## src/rtl/uart_v3_if.sv

```systemverilog
// uart_v3 byte-level handshake bundle.
// Host logic uses master, the UART uses slave.
interface uart_v3_if;
  logic       transmit;
  logic [7:0] tx_byte;
  logic       is_transmitting;
  logic [7:0] rx_byte;
  logic       received;
  logic       rx_parity_error;
  logic       rx_frame_error;
  logic       is_receiving;

  modport master (
    output transmit, tx_byte,
    input  is_transmitting, rx_byte, received,
    input  rx_parity_error, rx_frame_error, is_receiving
  );

  modport slave (
    input  transmit, tx_byte,
    output is_transmitting, rx_byte, received,
    output rx_parity_error, rx_frame_error, is_receiving
  );
endinterface

```

## src/rtl/uart_v3.sv

```systemverilog
// Configurable full-duplex UART: 5-8 data bits, none/even/odd parity,
// 1 or 2 stop bits, synchronised and majority-voted receiver.
module uart_v3 #(
    parameter int OVERSAMPLE        = 16,
    parameter int DIV_WIDTH         = 16,
    parameter int DEFAULT_CLOCK_DIV = 26
) (
    input  logic                 clk,
    input  logic                 rst,
    input  logic                 set_clock_div,
    input  logic [DIV_WIDTH-1:0] user_clock_div,
    output logic [DIV_WIDTH-1:0] clock_div,
    input  logic [3:0]           cfg_data_bits,
    input  logic [1:0]           cfg_parity,
    input  logic                 cfg_stop2,
    output logic                 tx,
    input  logic                 rx,
    uart_v3_if.slave             bus
);
    localparam int TW = $clog2(OVERSAMPLE);
    localparam logic [TW-1:0] LAST = TW'(OVERSAMPLE - 1);
    localparam logic [TW-1:0] MID  = TW'(OVERSAMPLE / 2);
    localparam logic [TW-1:0] MIDM = TW'(OVERSAMPLE / 2 - 1);
    localparam logic [TW-1:0] MIDP = TW'(OVERSAMPLE / 2 + 1);

    localparam logic [2:0] T_IDLE  = 3'd0;
    localparam logic [2:0] T_START = 3'd1;
    localparam logic [2:0] T_DATA  = 3'd2;
    localparam logic [2:0] T_PAR   = 3'd3;
    localparam logic [2:0] T_STOP1 = 3'd4;
    localparam logic [2:0] T_STOP2 = 3'd5;

    localparam logic [2:0] R_IDLE  = 3'd0;
    localparam logic [2:0] R_START = 3'd1;
    localparam logic [2:0] R_DATA  = 3'd2;
    localparam logic [2:0] R_PAR   = 3'd3;
    localparam logic [2:0] R_STOP  = 3'd4;
    localparam logic [2:0] R_WAIT  = 3'd5;

    function automatic logic [3:0] clamp_bits(input logic [3:0] b);
        if (b < 4'd5) return 4'd5;
        if (b > 4'd8) return 4'd8;
        return b;
    endfunction

    logic clr;
    assign clr = rst | set_clock_div;

    always_ff @(posedge clk) begin
        if (rst) clock_div <= DIV_WIDTH'(DEFAULT_CLOCK_DIV);
        else if (set_clock_div) clock_div <= user_clock_div;
    end

    // ---------------- transmitter ----------------
    logic [2:0]           t_state;
    logic [DIV_WIDTH-1:0] t_cnt;
    logic [TW-1:0]        t_tk;
    logic [2:0]           t_bit;
    logic [7:0]           t_sh;
    logic [3:0]           t_n;
    logic                 t_par_en, t_par, t_stop2;
    logic                 t_tick;
    logic [3:0]           n_cfg;
    logic [7:0]           tx_data;

    assign t_tick  = (t_cnt == '0);
    assign n_cfg   = clamp_bits(cfg_data_bits);
    assign tx_data = bus.tx_byte & (8'hFF >> (4'd8 - n_cfg));

    always_ff @(posedge clk) begin
        if (clr) begin
            t_state  <= T_IDLE;
            t_cnt    <= '0;
            t_tk     <= '0;
            t_bit    <= '0;
            t_sh     <= '0;
            t_n      <= 4'd8;
            t_par_en <= 1'b0;
            t_par    <= 1'b0;
            t_stop2  <= 1'b0;
        end else begin
            t_cnt <= t_tick ? clock_div : t_cnt - 1'b1;
            if (t_state == T_IDLE) begin
                if (bus.transmit) begin
                    t_state  <= T_START;
                    t_cnt    <= clock_div;
                    t_tk     <= '0;
                    t_bit    <= '0;
                    t_sh     <= tx_data;
                    t_n      <= n_cfg;
                    t_par_en <= (cfg_parity == 2'd1) || (cfg_parity == 2'd2);
                    t_par    <= (^tx_data) ^ (cfg_parity == 2'd2);
                    t_stop2  <= cfg_stop2;
                end
            end else if (t_tick) begin
                t_tk <= t_tk + 1'b1;
                if (t_tk == LAST) begin
                    t_tk <= '0;
                    unique case (t_state)
                        T_START: t_state <= T_DATA;
                        T_DATA: begin
                            t_sh  <= t_sh >> 1;
                            t_bit <= t_bit + 1'b1;
                            if ({1'b0, t_bit} == t_n - 4'd1)
                                t_state <= t_par_en ? T_PAR : T_STOP1;
                        end
                        T_PAR:   t_state <= T_STOP1;
                        T_STOP1: t_state <= t_stop2 ? T_STOP2 : T_IDLE;
                        default: t_state <= T_IDLE;
                    endcase
                end
            end
        end
    end

    always_comb begin
        tx = 1'b1;
        unique case (t_state)
            T_START: tx = 1'b0;
            T_DATA:  tx = t_sh[0];
            T_PAR:   tx = t_par;
            default: tx = 1'b1;
        endcase
    end

    assign bus.is_transmitting = (t_state != T_IDLE);

    // ---------------- receiver ----------------
    logic [2:0]           r_state;
    logic [DIV_WIDTH-1:0] r_cnt;
    logic [TW-1:0]        r_tk;
    logic [2:0]           r_bit;
    logic [7:0]           r_sh;
    logic [3:0]           r_n;
    logic                 r_par_en, r_odd, r_par_bit;
    logic                 rx_m, rxs, s0, s1, maj, r_tick;

    assign r_tick = (r_cnt == '0);
    assign maj    = (s0 & s1) | (s0 & rxs) | (s1 & rxs);

    always_ff @(posedge clk) begin
        if (clr) begin
            r_state             <= R_IDLE;
            r_cnt               <= '0;
            r_tk                <= '0;
            r_bit               <= '0;
            r_sh                <= '0;
            r_n                 <= 4'd8;
            r_par_en            <= 1'b0;
            r_odd               <= 1'b0;
            r_par_bit           <= 1'b0;
            rx_m                <= 1'b1;
            rxs                 <= 1'b1;
            s0                  <= 1'b1;
            s1                  <= 1'b1;
            bus.rx_byte         <= '0;
            bus.received        <= 1'b0;
            bus.rx_parity_error <= 1'b0;
            bus.rx_frame_error  <= 1'b0;
        end else begin
            rx_m                <= rx;
            rxs                 <= rx_m;
            bus.received        <= 1'b0;
            bus.rx_parity_error <= 1'b0;
            bus.rx_frame_error  <= 1'b0;
            r_cnt <= r_tick ? clock_div : r_cnt - 1'b1;
            unique case (r_state)
                R_IDLE: begin
                    if (!rxs) begin
                        r_state  <= R_START;
                        r_cnt    <= clock_div;
                        r_tk     <= '0;
                        r_bit    <= '0;
                        r_sh     <= '0;
                        r_n      <= n_cfg;
                        r_par_en <= (cfg_parity == 2'd1) || (cfg_parity == 2'd2);
                        r_odd    <= (cfg_parity == 2'd2);
                    end
                end
                R_WAIT: if (rxs) r_state <= R_IDLE;
                default: if (r_tick) begin
                    r_tk <= r_tk + 1'b1;
                    if (r_tk == MIDM) s0 <= rxs;
                    if (r_tk == MID) s1 <= rxs;
                    if (r_state == R_START) begin
                        if (r_tk == MID && rxs) r_state <= R_IDLE;
                        else if (r_tk == LAST) begin
                            r_state <= R_DATA;
                            r_tk    <= '0;
                        end
                    end else if (r_state == R_DATA) begin
                        if (r_tk == MIDP) r_sh <= {maj, r_sh[7:1]};
                        if (r_tk == LAST) begin
                            r_tk  <= '0;
                            r_bit <= r_bit + 1'b1;
                            if ({1'b0, r_bit} == r_n - 4'd1)
                                r_state <= r_par_en ? R_PAR : R_STOP;
                        end
                    end else if (r_state == R_PAR) begin
                        if (r_tk == MIDP) r_par_bit <= maj;
                        if (r_tk == LAST) begin
                            r_tk    <= '0;
                            r_state <= R_STOP;
                        end
                    end else if (r_tk == MIDP) begin
                        // leave early so a following start edge is caught
                        r_tk <= '0;
                        if (maj) begin
                            r_state             <= R_IDLE;
                            bus.rx_byte         <= r_sh >> (4'd8 - r_n);
                            bus.received        <= 1'b1;
                            bus.rx_parity_error <= r_par_en &&
                                (r_par_bit != ((^r_sh) ^ r_odd));
                        end else begin
                            r_state            <= R_WAIT;
                            bus.rx_frame_error <= 1'b1;
                        end
                    end
                end
            endcase
        end
    end

    assign bus.is_receiving = (r_state != R_IDLE);
endmodule
```

## src/flat_wrapper.sv

```systemverilog
// flat-port wrapper written by rule: the top's interface ports become plain ports
module uart_v3_flat 
#(
    parameter int OVERSAMPLE        = 16,
    parameter int DIV_WIDTH         = 16,
    parameter int DEFAULT_CLOCK_DIV = 26
)
  (clk, rst, set_clock_div, user_clock_div, clock_div, cfg_data_bits, cfg_parity, cfg_stop2, tx, rx, bus_transmit, bus_tx_byte, bus_is_transmitting, bus_rx_byte, bus_received, bus_rx_parity_error, bus_rx_frame_error, bus_is_receiving);
  uart_v3_if bus_i ();
  input  logic clk;
  input  logic rst;
  input  logic set_clock_div;
  input  logic [DIV_WIDTH-1:0] user_clock_div;
  output logic [DIV_WIDTH-1:0] clock_div;
  input  logic [3:0] cfg_data_bits;
  input  logic [1:0] cfg_parity;
  input  logic cfg_stop2;
  output logic tx;
  input  logic rx;
  input wire logic [$bits(bus_i.transmit)-1:0] bus_transmit;
  input wire logic [$bits(bus_i.tx_byte)-1:0] bus_tx_byte;
  output wire logic [$bits(bus_i.is_transmitting)-1:0] bus_is_transmitting;
  output wire logic [$bits(bus_i.rx_byte)-1:0] bus_rx_byte;
  output wire logic [$bits(bus_i.received)-1:0] bus_received;
  output wire logic [$bits(bus_i.rx_parity_error)-1:0] bus_rx_parity_error;
  output wire logic [$bits(bus_i.rx_frame_error)-1:0] bus_rx_frame_error;
  output wire logic [$bits(bus_i.is_receiving)-1:0] bus_is_receiving;
  assign bus_i.transmit = bus_transmit;
  assign bus_i.tx_byte = bus_tx_byte;
  assign bus_is_transmitting = bus_i.is_transmitting;
  assign bus_rx_byte = bus_i.rx_byte;
  assign bus_received = bus_i.received;
  assign bus_rx_parity_error = bus_i.rx_parity_error;
  assign bus_rx_frame_error = bus_i.rx_frame_error;
  assign bus_is_receiving = bus_i.is_receiving;
  uart_v3 #(.OVERSAMPLE(OVERSAMPLE), .DIV_WIDTH(DIV_WIDTH), .DEFAULT_CLOCK_DIV(DEFAULT_CLOCK_DIV)) u_core (.clk(clk), .rst(rst), .set_clock_div(set_clock_div), .user_clock_div(user_clock_div), .clock_div(clock_div), .cfg_data_bits(cfg_data_bits), .cfg_parity(cfg_parity), .cfg_stop2(cfg_stop2), .tx(tx), .rx(rx), .bus(bus_i));
endmodule
```

## config.mk

```make
export PLATFORM = sky130hd
export DESIGN_NAME = uart_v3_flat
export DESIGN_NICKNAME = d
export VERILOG_FILES = /design/src/rtl/uart_v3_if.sv /design/src/rtl/uart_v3.sv /design/src/flat_wrapper.sv
export SDC_FILE = /design/constraint.sdc
export NUM_CORES = 1
export LEC_CHECK = 0
export CORE_MARGIN = 2
export CORE_UTILIZATION = 33
export DETAILED_ROUTE_END_ITERATION = 6
export PLACE_DENSITY_LB_ADDON = 0.25
export SYNTH_ARGS = -nofsm -noshare
export SYNTH_HDL_FRONTEND = slang
export SYNTH_SLANG_ARGS = --single-unit
export TNS_END_PERCENT = 20
```

## constraint.sdc

```tcl
create_clock -name clk -period 7.08 [get_ports clk]
set_input_delay 1.416 -clock clk [delete_from_list [all_inputs] [get_ports clk]]
set_output_delay 1.416 -clock clk [all_outputs]
set_load 0.02 [all_outputs]
```

; ---- Yosys cells after proc, flatten, opt, wreduce, memory -nomap -nowiden
; Index checks and enable logic that the tools add are counted.
[classes]
eq_ne = 27
multipliers = 0
shift = 2
n_bitwise = 18
div = 0
n_reduce_logical = 36
n_mux = 74
add_sub_neg = 10
magnitude_cmp = 2
[op_table]
columns = cell, n
row1 = 2-to-1 mux 16 bit, 6
row2 = 2-to-1 mux 3 bit, 31
row3 = 2-to-1 mux 8 bit, 10
row4 = 2-to-1 mux 4 bit, 16
row5 = logical NOT 16 bit, 2
row6 = subtractor 16 x 1 -> 16 bit (second input constant), 2
row7 = AND reduction 6 bit, 3
row8 = == test 4 bit (second input constant), 4
row9 = case mux 8 bit (2 select lines), 1
row10 = XOR reduction 8 bit, 2
row11 = nonzero test 2 bit, 7
row12 = == test 3 x 2 -> 1 bit (second input constant), 4
row13 = case mux 3 bit (2 select lines), 2
row14 = case mux 3 bit (4 select lines), 1
row15 = != test 5 x 3 -> 1 bit (second input constant), 2
row16 = NOT 1 bit, 9
row17 = AND reduction 3 bit, 3
row18 = nonzero test 3 bit, 3
row19 = OR reduction 9 bit, 1
row20 = adder 4 x 1 -> 4 bit (second input constant), 2
row21 = bitwise AND 8 bit, 1
row22 = == test 3 x 4 -> 1 bit, 2
row23 = case mux 4 bit (2 select lines), 1
row24 = AND reduction 4 bit, 2
row25 = 32 further kinds, 52
[totals]
rom_bits = 0
out_inout_bits = 30
register_bits = 113
latchBits = 0
memories = 0
ramBits = 0

; ---- Longest topological paths before layout
; Gate-level depths: netlist of run 1.
[logic_depth]
ltp_word = 10
mapped_depth = 9

; ---- Least setup slack after synthesis of run 1
; Ideal clock, no wire load.
[synth_path]
path_type = input to register
start = input set_clock_div
end = register u_core.bus.rx_byte[7]
stages = 6
t_arrival_ns = 2.859
required_time_ns = 7.018
slack_ns = 4.160
n_path_buf = 2
path_cell_list = or2_2 clkbuf_1 or4_1 buf_2 nor3_2 a32o_1
[synth_via]
elab_chain_len = 1
[synth_rtl]
columns = item, line_no
row1 = start: declaration, flat_wrapper.sv:12  ; input logic set_clock_div;
row2 = bitwise OR 1 bit, uart_v3.sv:47  ; assign clr = rst | set_clock_div;
row3 = end signal: assignment, uart_v3.sv:210  ; bus.rx_byte <= r_sh >> (4'd8 - r_n);
row4 = end: declaration, uart_v3_if.sv:21  ; output is_transmitting, rx_byte, received,
; Every way passes these cells.
; A chain may end at the register's enable or synchronous reset.

; ---- Worst setup path in the final report of run 1
; Same ends and word-level chain as after synthesis.

==> flow_metrics.tcl, run 1 <==
set metrics [dict create \
    wl_per_cell_um 15.2 \
    rows 49 \
    grt_start_max_net_pins 42 \
    setup_tns_ps 0 \
    synthFlopType "dfxtp_1" \
    synth_seq_cells 113 \
    slew_viol_final 0 \
    clockRootBuffer "clkbuf_16" \
    dp_hpwl_mm 10.2 \
    initial_core_util_pct 33.5 \
    cts_setup_buffers 0 \
    clk_pin_slew_ps 50 \
    mostFrequentLayoutCells "dfxtp_1 (113), nor2_1 (66), clkdlybuf4s50_1 (65), nand2_1 (55), xnor2_1 (38)" \
    via_per_inst 5.19 \
    combPwrFrac_pct 23.1 \
    worstMarginPinSlew_ps 1250 \
    dr.pass1.iters 4 \
    postCtsHoldBufs 0 \
    vdd_ir_drop_max_mv 0.167 \
    r2r_end "u_core.r_state[2]$_SDFFE_PP0P_" \
    synth_seq_area_share_pct 37.9 \
    min_path_cells 1 \
    clkSinkCount 113 \
    antenna_found_initial 0 \
    fmax_mhz 254 \
    worstSkewPairLatency_ps 410 \
    setup_violations 0 \
    yosys_warnings 0 \
    dieArea_um2 19200 \
    cts_resized 0 \
    drt_wl_total_mm 14.5 \
    drv_cap 0 \
    rr_startpoint "u_core.r_n[0]$_SDFFE_PP0P_" \
    worst-setup-path-type "in2reg" \
    synth_edf_count 0 \
    final_antenna_net_count 0 \
    io_pins 66 \
    finalPower_mw 2.19 \
    switching_share_pct 29.2 \
    synthArstFlopShare_pct 0 \
    area_growth_pct 23.4 \
    cp-end-kind "flip-flop" \
    cts_tree "built" \
    power_density_nw_per_um2 297 \
    synth.top_cell.area_share_pct 37.9 \
    whs_endpoint "u_core.rxs$_SDFF_PP1_" \
    layout_commonest_cell "dfxtp_1" \
    synthCells 672 \
    critPathLaunch "set_clock_div" \
    synth.avg_cell_area_um2 8.89 \
    hold_class "reg2reg" \
    final.min_clock_period_ps 3940 \
    cts_buffer_depth 2 \
    clockPowerShare_pct 43.1 \
    core_um2 17800 \
    finClkSkew_ps 6.15 \
    grt_pass1_vias 4889 \
    hold_violations 0 \
    port_buffers 65 \
    synth_nets 722 \
    crit_arrival_ps 4290 \
    grt_use_total_pct 15.4 \
    syn_area_um2 5970 \
    cp_max_fo 23 \
    htree_levels 4 \
    rsz0062_at_grt "false" \
    grt_first_pass_wirelength_mm 24.4 \
    fin_nets 763 \
    die_y_um 139 \
    num_antenna_cells 0 \
    place_congestion 0.819 \
    min-delay-start "u_core.rx_m$_SDFF_PP1_" \
    layout_worst_path_cycle_share_pct 55.7 \
    ys_types 70 \
    grt_overflow 0 \
    startpoint_type "input port" \
    seqPwrFrac_pct 33.8 \
    synth_top_area_cell "dfxtp_1" \
    rrSetupSlack_ps 4130 \
    vias 4956 \
    p_leak_nw 2.72 \
    die_x_um 139 \
    synthTopCellsByArea "dfxtp_1 (38%), xnor2_1 (5.6%), mux2i_1 (5.0%), nor2_1 (4.3%), a211oi_1 (4.0%)" \
    cts_inserted_buffers 17 \
    drive_gt1_share_pct 9.23 \
    p_sw_uw 638 \
    crit_required_ps 7430 \
    p_int_mw 1.55 \
    r2r_cells 7 \
    drtIter0Drc 291 \
    run_status "finished, final reports clean" \
    relSlewSlack_pct 16.8 \
    post-route-drc-count 0 \
]
[flip-flops by register name (all words and copies together) (netlist names), 3 cells and up]
signal and cells:
u_core.t_cnt 16, u_core.r_state 3, u_core.r_n 4, u_core.t_tk 4, u_core.t_bit 3, u_core.t_state 3, u_core.clock_div 16, u_core.r_cnt 16
u_core.bus.rx_byte 8, u_core.t_n 4, u_core.r_sh 8, u_core.r_bit 3, u_core.t_sh 8, u_core.r_tk 4
[metrics by stage]
stage | std cells | cell area (um2) | util, % | hold slack, ps | worst slack, ps
2_1_floorplan | 672 | 5970 | - | 384 | 4160
3_3_place_gp | 923 | 6720 | 37.6 | 404 | 2790
3_5_place_dp | 923 | 6720 | 37.6 | 388 | 2730
4_1_cts | 955 | 7370 | 41.3 | 406 | 3160
5_1_grt | 955 | 7370 | 41.3 | 416 | 2970
6_report | 955 | 7370 | 41.3 | 407 | 3140
[routing by layer]
layer | GRT usage, % | vias to the layer above | share of wire (%) | routed length [um]
li1 | - | 2502 | - | -
met1 | 19.6 | 2342 | 47 | 6790
met2 | 26.1 | 100 | 48 | 6990
met3 | 4.36 | 12 | 4.0 | 581
met4 | 3.65 | 0 | 1.0 | 147
met5 | 0 | - | 0 | 0
[Yosys cell counts (6+ instances only)]
master / instances
a211oi_1: 32
a21oi_1: 37
a22o_1: 10
and2_1: 7
and3_1: 6
clkbuf_1: 33
dfxtp_1: 113
ha_1: 14
inv_1: 18
mux2i_1: 30
nand2_1: 55
nand3_1: 14
nor2_1: 68
nor2b_1: 8
nor3_1: 19
nor4_1: 9
o211ai_1: 6
o21ai_0: 18
or2_2: 7
or3_1: 10
xnor2_1: 38
xor2_1: 20
[cell families after synthesis]
logic type | count (synthesis) | synth area share (%)
AND/OR/NAND/NOR | 246 | 22.9
AO/OA/AOI/OAI | 143 | 16.7
flip-flops | 113 | 37.9
buffers and inverters | 63 | 4.78
XOR/XNOR | 58 | 8.51
multiplexers | 34 | 6.16
adder cells (fa/ha/maj) | 15 | 3.10
[power by group through the flow]
stage | clock [mW] | combinational [mW] | sequential, mW
after floorplan | 0 | 0.395 | 0.743
after global placement | 0 | 0.496 | 0.749
after detailed placement | 0 | 0.502 | 0.750
after CTS | 0.958 | 0.509 | 0.738
after global routing | 0.988 | 0.564 | 0.744
final | 0.941 | 0.506 | 0.739
[worst max path at each step]
stage                                         end  slack (ps)  cells after the start
6_report       u_core.bus.rx_byte[7]$_SDFFE_PP0P_        3140                      5
5_1_grt        u_core.bus.rx_byte[7]$_SDFFE_PP0P_        2970                      5
4_1_cts        u_core.bus.rx_byte[7]$_SDFFE_PP0P_        3160                      5
3_5_place_dp   u_core.bus.rx_byte[7]$_SDFFE_PP0P_        2730                      5
3_3_place_gp   u_core.bus.rx_byte[7]$_SDFFE_PP0P_        2790                      5
2_1_floorplan  u_core.bus.rx_byte[7]$_SDFFE_PP0P_        4160                      6
[critical path: stages]
cell and delay (ps):
clkdlybuf4s50_1 990, or2_2 750, or4_1 710, nor3_2 230, a32o_1 180
[final cells by class]
type,instances,area [um2]
inverters,18,67.6
repair buffers,67,666
clock buffers,22,474
flip-flops and latches,113,2260
well taps,229,287
multi-input cells,496,3430
clock inverters,10,180
fillers,1713,10500
Note: power is estimated with default switching activity, not from simulation.
==> run 2: changes to the inputs <==
==> constraint.sdc (replaced) <==
create_clock -name clk -period 3.3 [get_ports clk]
set_input_delay 0.66 -clock clk [delete_from_list [all_inputs] [get_ports clk]]
set_output_delay 0.66 -clock clk [all_outputs]
set_load 0.02 [all_outputs]
==> run 2 against run 1 <==
Net effect:
- sequential cell count stayed put
- critical endpoint is now bus_is_transmitting
- register-to-register slack worse by 3300 ps
- sequential power is 110% higher
- critical path type is now reg2out
- via count is 0.91% higher
- highest routed layer unchanged
- routed wire length is 2.5% higher
- sequential share of layout area is 0.23 points lower
==> flow_metrics.tcl, run 2 (synthesis results as in run 1) <==
set metrics [dict create \
    run_status "finished, final reports clean" \
    slew_viol_final 0 \
    cts_resized 0 \
    drive_gt1_share_pct 10.4 \
    fmax_mhz 359 \
    hold_class "reg2reg" \
    relSlewSlack_pct 58.7 \
    cp_cell_sequence "nor3_2 > inv_1 > clkdlybuf4s50_1" \
    min_path_cells 1 \
    postCtsHoldBufs 0 \
    crit_arrival_ps 2130 \
    cp_max_fo 18 \
    worstMarginPinSlew_ps 614 \
    antenna_found_initial 0 \
    r2r_cells 8 \
    area_growth_pct 24.3 \
    p_sw_mw 1.38 \
    setup_violations 0 \
    vdd_ir_drop_max_mv 0.381 \
    crit_required_ps 2640 \
    layout_worst_path_cycle_share_pct 84.4 \
    die_x_um 139 \
    hold_violations 0 \
    worstSkewPairLatency_ps 420 \
    p_leak_nw 2.76 \
    cts_buffer_depth 2 \
    initial_core_util_pct 33.5 \
    seqPwrFrac_pct 33.8 \
    clk_pin_slew_ps 50 \
    cts_inserted_buffers 17 \
    port_buffers 65 \
    core_um2 17800 \
    finClkSkew_ps 6.88 \
    combPwrFrac_pct 23.6 \
    clkSinkCount 113 \
    switching_share_pct 29.6 \
    io_pins 66 \
    grt_pass1_vias 4954 \
    grt_overflow 0 \
    place_congestion 0.839 \
    p_int_mw 3.30 \
    cts_tree "built" \
    num_antenna_cells 0 \
    final_antenna_net_count 0 \
    final.min_clock_period_ps 2790 \
    pre_cts_ws_ps 654 \
    finalPower_mw 4.68 \
    wl_per_cell_um 15.4 \
    cts_setup_buffers 0 \
    grt_first_pass_wirelength_mm 24.9 \
    finalWorstSetupSlack_ps 513 \
    rows 49 \
    drv_cap 0 \
    reg.largest.list "u_core.clock_div: 16 flops, u_core.r_cnt: 16 flops, u_core.t_cnt: 16 flops" \
    dieArea_um2 19200 \
    drt_wl_total_mm 14.9 \
    slowest_stage "clkdlybuf4s50_1" \
    dr.pass1.iters 4 \
    finish.utilization_pct 41.6 \
    cp_slowest_stage_delay_ps 560 \
    rsz0062_at_grt "false" \
    drtIter0Drc 286 \
    clockRootBuffer "clkbuf_16" \
    grt_use_total_pct 15.7 \
    dp_hpwl_mm 10.6 \
    worst-setup-path-type "reg2out" \
    fin_nets 771 \
    layout_commonest_cell "dfxtp_1" \
    post-route-drc-count 0 \
    vias 5001 \
    htree_levels 4 \
    startpoint_type "flip-flop" \
    setup_tns_ps 0 \
    via_per_inst 5.19 \
    grt_start_max_net_pins 36 \
    cp-end-kind "output pin" \
    mostFrequentLayoutCells "dfxtp_1 (113), nor2_1 (66), clkdlybuf4s50_1 (65), nand2_1 (55), xnor2_1 (38)" \
    die_y_um 139 \
    clockPowerShare_pct 42.6 \
    power_density_nw_per_um2 631 \
    fin_hold_ws_ps 411 \
]
-- run 2: cell count changes in the layout (fill, tap and decap cells not counted), sizes merged --
cell	previous run	this run
clkinvlp	2	1
clkinv	3	4
clkbuf	22	23
buf	2	10
bufinv	5	4
-- run 2: worst paths after layout --
check,to,startpoint,slack [ps]
worst min register to register,u_core.rxs$_SDFF_PP1_,u_core.rx_m$_SDFF_PP1_,410
worst max-delay path,bus_is_transmitting,u_core.t_state[1]$_SDFFE_PP0P_,510
worst max register to register,u_core.r_state[0]$_SDFFE_PP0P_,u_core.r_n[0]$_SDFFE_PP0P_,790
worst min-delay path,u_core.rxs$_SDFF_PP1_,u_core.rx_m$_SDFF_PP1_,410
-- run 2: area by class of cell --
| type | count | area (um2) |
|---|---|---|
| Fill cell | 1726 | 10400 |
| Sequential cell | 113 | 2260 |
| Timing Repair Buffer | 75 | 726 |
| Inverter | 18 | 67.6 |
| Clock buffer | 23 | 498 |
| Multi-Input combinational cell | 496 | 3430 |
| Clock inverter | 9 | 151 |
| Tap cell | 229 | 287 |
-- run 2: per-stage QoR --
step                instances  cell area, um2
finish                    963            7420
floorplan                 672            5970
CTS                       963            7420
detailed placement        931            6780
global placement          931            6780
global route              963            7420
-- run 2: per-layer routing --
layer	part of all wire, %	GRT usage [%]
met5	0	0
met3	3.3	3.71
met4	1.5	5.48
met1	47	20.3
met2	48	25.8
-- run 2: power groups by stage --
stage | clock network, mW | logic [mW] | registers [mW]
after floorplan | 0 | 0.848 | 1.59
after global placement | 0 | 1.08 | 1.61
after detailed placement | 0 | 1.09 | 1.61
after CTS | 2.03 | 1.11 | 1.58
after global routing | 2.10 | 1.23 | 1.60
final | 2.00 | 1.11 | 1.58
-- run 2: worst max-delay path: cells and delay by family, from the launching register on --
family,cells,cell delay (ps)
simple gates,1,530
buf+inv,2,680
flops,1,490
